===== src/rtl/tx_symbol_sequencer.sv =====
// ---------------------------------------------------------------------------
// tx_symbol_sequencer
//
// Symbol-rate sequencer feeding the 21-tap pulse-shaping filter. Accepts
// 2-bit 4-ASK symbols over valid/ready, maps each to an 18-bit signed 1s17
// level and zero-stuffs to OSR samples per symbol so the filter receives one
// sample every clk. On stop, the current symbol period completes, the filter
// is flushed with FLUSH_LEN zeros and done pulses.
//
// Parameters:
//   OSR        clk cycles per symbol (2..16)
//   FLUSH_LEN  zero samples driven after the last symbol period
//   LVL_HI     magnitude of the outer level (1s17)
//   LVL_LO     magnitude of the inner level (1s17)
//
// Ports:
//   clk          in   system clock, posedge
//   reset        in   synchronous, active-high
//   start        in   single-cycle request to begin transmission
//   stop         in   single-cycle request to end transmission
//   sym_in       in   [1:0] symbol: 00 -HI, 01 -LO, 10 +LO, 11 +HI
//   sym_valid    in   sym_in valid
//   sym_ready    out  symbol accepted this cycle (RUN and phase 0)
//   x_out        out  [17:0] signed registered sample to filter
//   sym_strobe   out  registered, high when x_out carries a symbol level
//   busy         out  state is RUN or FLUSH
//   done         out  one-cycle pulse when the flush completes
//   underrun     out  sticky, a symbol slot passed without a valid symbol
//   underrun_cnt out  [7:0] saturating underrun slot count
//
// Build option:
//   TX_UNDERRUN_CNT_EN  when defined, underrun_cnt is a live saturating
//                       counter; otherwise it is tied to zero. The sticky
//                       underrun flag exists in both builds.
// ---------------------------------------------------------------------------
module tx_symbol_sequencer #(
    parameter int OSR       = 4,
    parameter int FLUSH_LEN = 23,
    parameter int LVL_HI    = 98304,
    parameter int LVL_LO    = 32768
) (
    input  logic               clk,
    input  logic               reset,
    input  logic               start,
    input  logic               stop,
    input  logic [1:0]         sym_in,
    input  logic               sym_valid,
    output logic               sym_ready,
    output logic signed [17:0] x_out,
    output logic               sym_strobe,
    output logic               busy,
    output logic               done,
    output logic               underrun,
    output logic [7:0]         underrun_cnt
);

    localparam int PW = (OSR > 1) ? $clog2(OSR) : 1;
    localparam int FW = (FLUSH_LEN > 1) ? $clog2(FLUSH_LEN) : 1;

    localparam logic [PW-1:0] PHASE_LAST = PW'(OSR - 1);
    localparam logic [FW-1:0] FLUSH_LOAD = FW'(FLUSH_LEN - 1);

    localparam logic signed [17:0] LEVEL_NEG_HI = 18'(-LVL_HI);
    localparam logic signed [17:0] LEVEL_NEG_LO = 18'(-LVL_LO);
    localparam logic signed [17:0] LEVEL_POS_LO = 18'(LVL_LO);
    localparam logic signed [17:0] LEVEL_POS_HI = 18'(LVL_HI);

    typedef enum logic [1:0] {
        IDLE,
        RUN,
        FLUSH
    } state_t;

    state_t             state;
    state_t             state_next;
    logic [PW-1:0]      phase;
    logic [FW-1:0]      flush_cnt;
    logic               stop_pending;
    logic               phase_first;
    logic               phase_last;
    logic               flush_end;
    logic               take;
    logic               slot_miss;
    logic               enter_run;
    logic               enter_flush;
    logic signed [17:0] level;

    assign phase_first = (phase == '0);
    assign phase_last  = (phase == PHASE_LAST);
    assign flush_end   = (flush_cnt == '0);

    always_comb begin
        level = '0;
        case (sym_in)
            2'b00:   level = LEVEL_NEG_HI;
            2'b01:   level = LEVEL_NEG_LO;
            2'b10:   level = LEVEL_POS_LO;
            default: level = LEVEL_POS_HI;
        endcase
    end

    // Next-state and per-cycle control decode.
    always_comb begin
        state_next  = state;
        sym_ready   = 1'b0;
        busy        = 1'b0;
        take        = 1'b0;
        slot_miss   = 1'b0;
        enter_run   = 1'b0;
        enter_flush = 1'b0;
        case (state)
            IDLE: begin
                if (start) begin
                    state_next = RUN;
                    enter_run  = 1'b1;
                end
            end
            RUN: begin
                busy      = 1'b1;
                sym_ready = phase_first;
                take      = phase_first && sym_valid;
                slot_miss = phase_first && !sym_valid;
                // A stop landing on the last phase still counts for this period.
                if (phase_last && (stop_pending || stop)) begin
                    state_next  = FLUSH;
                    enter_flush = 1'b1;
                end
            end
            FLUSH: begin
                busy = 1'b1;
                if (flush_end) begin
                    state_next = IDLE;
                end
            end
            default: state_next = IDLE;
        endcase
    end

    always_ff @(posedge clk) begin
        if (reset) begin
            state <= IDLE;
        end else begin
            state <= state_next;
        end
    end

    always_ff @(posedge clk) begin
        if (reset) begin
            phase        <= '0;
            flush_cnt    <= '0;
            stop_pending <= 1'b0;
            x_out        <= '0;
            sym_strobe   <= 1'b0;
            done         <= 1'b0;
            underrun     <= 1'b0;
        end else begin
            x_out      <= take ? level : '0;
            sym_strobe <= take;
            done       <= (state == FLUSH) && flush_end;

            if (state == RUN) begin
                phase <= phase_last ? '0 : phase + PW'(1);
            end else begin
                phase <= '0;
            end

            if (enter_flush) begin
                flush_cnt <= FLUSH_LOAD;
            end else if ((state == FLUSH) && !flush_end) begin
                flush_cnt <= flush_cnt - FW'(1);
            end

            case (state)
                IDLE:    if (enter_run) stop_pending <= stop;
                RUN:     if (stop) stop_pending <= 1'b1;
                FLUSH:   if (flush_end) stop_pending <= 1'b0;
                default: stop_pending <= 1'b0;
            endcase

            if (enter_run) begin
                underrun <= 1'b0;
            end else if (slot_miss) begin
                underrun <= 1'b1;
            end
        end
    end

`ifdef TX_UNDERRUN_CNT_EN
    logic [7:0] miss_cnt;

    always_ff @(posedge clk) begin
        if (reset) begin
            miss_cnt <= '0;
        end else if (enter_run) begin
            miss_cnt <= '0;
        end else if (slot_miss && (miss_cnt != '1)) begin
            miss_cnt <= miss_cnt + 8'd1;
        end
    end

    assign underrun_cnt = miss_cnt;
`else
    assign underrun_cnt = '0;
`endif

endmodule

===== config.mk =====
export PLATFORM = sky130hd
export DESIGN_NAME = tx_symbol_sequencer
export DESIGN_NICKNAME = d
export VERILOG_FILES = /design/src/rtl/tx_symbol_sequencer.sv
export SDC_FILE = /design/constraint.sdc
export NUM_CORES = 1
export LEC_CHECK = 0
export ABC_AREA = 1
export BUFFER_PORTS_ARGS = -buffer_cell sky130_fd_sc_hd__buf_2
export CAP_MARGIN = 20
export CORE_ASPECT_RATIO = 1.2
export CORE_MARGIN = 2
export CORE_UTILIZATION = 53
export CTS_BUF_LIST = sky130_fd_sc_hd__clkbuf_2 sky130_fd_sc_hd__clkbuf_4 sky130_fd_sc_hd__clkbuf_8
export DETAILED_ROUTE_END_ITERATION = 16
export PLACE_DENSITY = 0.86
export SLEW_MARGIN = 20
export SYNTH_ARGS = -nofsm -noshare
export SYNTH_HDL_FRONTEND = slang
export SYNTH_SLANG_ARGS = --single-unit

===== constraint.sdc =====
create_clock -name clk -period 1.9 [get_ports clk]
set_input_delay 0.38 -clock clk [delete_from_list [all_inputs] [get_ports clk]]
set_output_delay 0.38 -clock clk [all_outputs]
set_load 0.02 [all_outputs]

==> flow_metrics.py <==
metrics = {
    "outcome": {
        "status": "complete, no violations",
    },
    "detailed_routing": {
        "ant_nets": 0,
        "drt_wl_total_mm": 1.64,
        "drc": 0,
        "vias_per_cell": 4.49,
        "drtPass1Iterations": 4,
        "drt_iter0_markers": 16,
        "vias": 768,
        "wire_per_inst_um": 9.59,
    },
    "setup_path": {
        "r2r_start": "state[0]$_SDFFE_PP0P_",
        "ff2ff_path_depth": 8,
        "cp_common_cell": "inv_1",
        "path_class": "flop to output pin",
        "start_kind": "flop",
        "r2r_end": "stop_pending$_SDFFE_PP0P_",
        "path_max_fanout": 5,
        "critPathSlowestCell": "dfxtp_1",
        "cp_data_arrival_time_ps": 1340,
        "cp-end-kind": "output pin",
        "required_ps": 1520,
        "rrSetupSlack_ps": 480,
        "crit_chain": "inv_1 > ha_1 > nand2_1 > inv_1 > buf_2",
        "max_stage_delay_ps": 330,
    },
    "sta": {
        "rsz0062_at_grt": "false",
        "fmax_mhz": 580,
        "worst_clock_skew_ps": 5.16,
        "fin_crit_sh_pct": 90.7,
        "setup_slack_ps": 176,
        "fin_tns_setup_ps": 0,
        "slew_viol_final": 0,
        "period_needed_ps": 1720,
        "setup_viol": 0,
        "hold_viol_final": 0,
    },
    "synthesis": {
        "synth_cell_types": 20,
        "synth_top_area_share_pct": 32.7,
        "yosysTopAreaCell": "dfxtp_1",
        "synthTopCellsByArea": "dfxtp_1 33%, buf_4 18%, nand2_1 10%",
        "ys_async_sr_fraction_pct": 0,
        "yosysMostFrequentCell": "nand2_1",
        "ys_ff_latch": 16,
        "synth_commonest_cells": "26 x nand2_1, 24 x inv_1, 23 x buf_4",
        "synth-edff-count": 0,
        "synth_area_um2": 980,
        "postSynthCellCount": 137,
        "postSynthAreaPerCell_um2": 7.15,
        "ys_seq_area_share_pct": 32.7,
        "yosysWarnings": 0,
        "synth-main-ff-cell": "dfxtp_1",
    },
    "floorplanning": {
        "dieArea_mm2": 0.00221,
        "initial_core_util_pct": 54.8,
        "fp-row-count": 17,
        "ioPinCount": 38,
        "die_w_um": 43.2,
        "fp.coreArea_mm2": 0.00179,
        "die_h_um": 51.1,
    },
    "cts": {
        "root_buffer": "clkbuf_4",
        "cts_setup_buffers": 0,
        "cts_buffers": 3,
        "cts_resized": 0,
        "holdBufCountCts": 0,
        "clk_pin_slew_worst_paths_ps": 100,
        "worstSkewPairLatency_ps": 290,
        "cts_tree": "built",
        "cts.htree.levels": 1,
        "clockBufferDepth": 2,
        "clock-sinks": 16,
    },
    "min_path": {
        "hp-start": "sym_in[1]",
        "min_to": "x_out[17]$_SDFF_PP0_",
        "whs_path_depth": 2,
        "hp-class": "input port to flop",
    },
    "final_layout": {
        "seq_area_um2": 320,
        "utilization_pct": 56.2,
        "multi_input_area_um2": 457,
        "diodes": 0,
        "fin_nets": 167,
        "drive_gt1_share_pct": 15.1,
        "areaGrowthSynthToFinish_pct": 2.55,
        "finalNonFillerCells": 171,
        "fillers": 172,
        "stdcell_area_mm2": 0.00100,
    },
    "global_routing": {
        "overflow": 0,
        "grt_max_degree": 12,
        "antenna_found_initial": 0,
        "gr-usage-all-layers_pct": 14.9,
        "grt_pass1_vias": 632,
        "grt_pass1_wl_mm": 2.49,
    },
    "placed_design": {
        "placed_area_um2": 968,
        "io_buffer_count": 14,
        "place.gp.congestion": 0.766,
        "dpl.cell_count": 167,
        "dp_hpwl_mm": 1.27,
        "dp_slack_ps": 498,
    },
    "power_and_ir_drop": {
        "power.density_mw_per_mm2": 746,
        "power_leakage_nw": 0.563,
        "ir_drop_v": 0.000446,
    },
    "run": {
        "maxCapViolCount": 0,
    },
}
## registers in the layout (all words and copies together) (netlist names)
signal and flops:
flush_cnt 5, stop_pending 1, underrun 1, state 2
phase 2, sym_strobe 1, x_out 3, done 1
## area by class of cell
type / instances / share of cell area (%)
clock buffer: 4 / 3.61
inverter: 26 / 9.71
multi-input combinational: 92 / 45.5
sequential: 16 / 31.9
tap: 19 / 2.37
timing repair buffer: 14 / 6.97
## per-layer routing
layer | track usage (%) | share of wire (%)
met2 | 28.9 | 56
met3 | 3.18 | 5.6
met5 | 0 | 0
met4 | 6.06 | 1.6
met1 | 14.7 | 36
## per-stage QoR
stage / hold WS [ps] / power (mW)
after global placement: 428 / 0.520
after floorplan: 417 / 0.529
after detailed placement: 436 / 0.527
after global routing: 227 / 0.791
final: 237 / 0.749
after CTS: 233 / 0.751
## critical path, delay by kind of cell (launching register included)
kind	cells	cell delay [ps]
buffers and inverters	3	360
flip-flops	1	330
adder cells (fa/ha/maj)	1	260
AND/OR/NAND/NOR	1	110
## how the worst max path moves through the flow
stage | to | startpoint | cells after the start
5_1_grt | sym_ready | state[1]$_SDFFE_PP0P_ | 5
3_5_place_dp | sym_ready | state[1]$_SDFFE_PP0P_ | 5
4_1_cts | sym_ready | state[1]$_SDFFE_PP0P_ | 5
2_1_floorplan | sym_ready | state[1]$_SDFFE_PP0P_ | 4
6_report | sym_ready | state[1]$_SDFFE_PP0P_ | 5
3_3_place_gp | sym_ready | state[1]$_SDFFE_PP0P_ | 5
## logic make-up after synthesis
group	share of synthesized area, %
AOI/OAI and AO/OA	5.36
adders and majority gates	8.94
buffers and inverters	29.1
DFF	32.7
other	0.383
and+or+nand+nor	23.5
## power breakdown
| group | leakage (nW) | switching [mW] | internal (mW) |
|---|---|---|---|
| clock | 0.0210 | 0.109 | 0.117 |
| sequential | 0.130 | 0.00733 | 0.349 |
| combinational | 0.412 | 0.124 | 0.0438 |
## cells in the final DEF, fill, tap and decap left out, drive strengths merged
master,count
conb,23
dfxtp,16
clkbuf,4
nand3b,2
inv,26
a211oi,1
ha,7
nand3,9
nand2,27
nor3,3
nor2,10
a21oi,8
buf,14
nand4,1
o21ai,1
(Power assumes the default switching activity.)
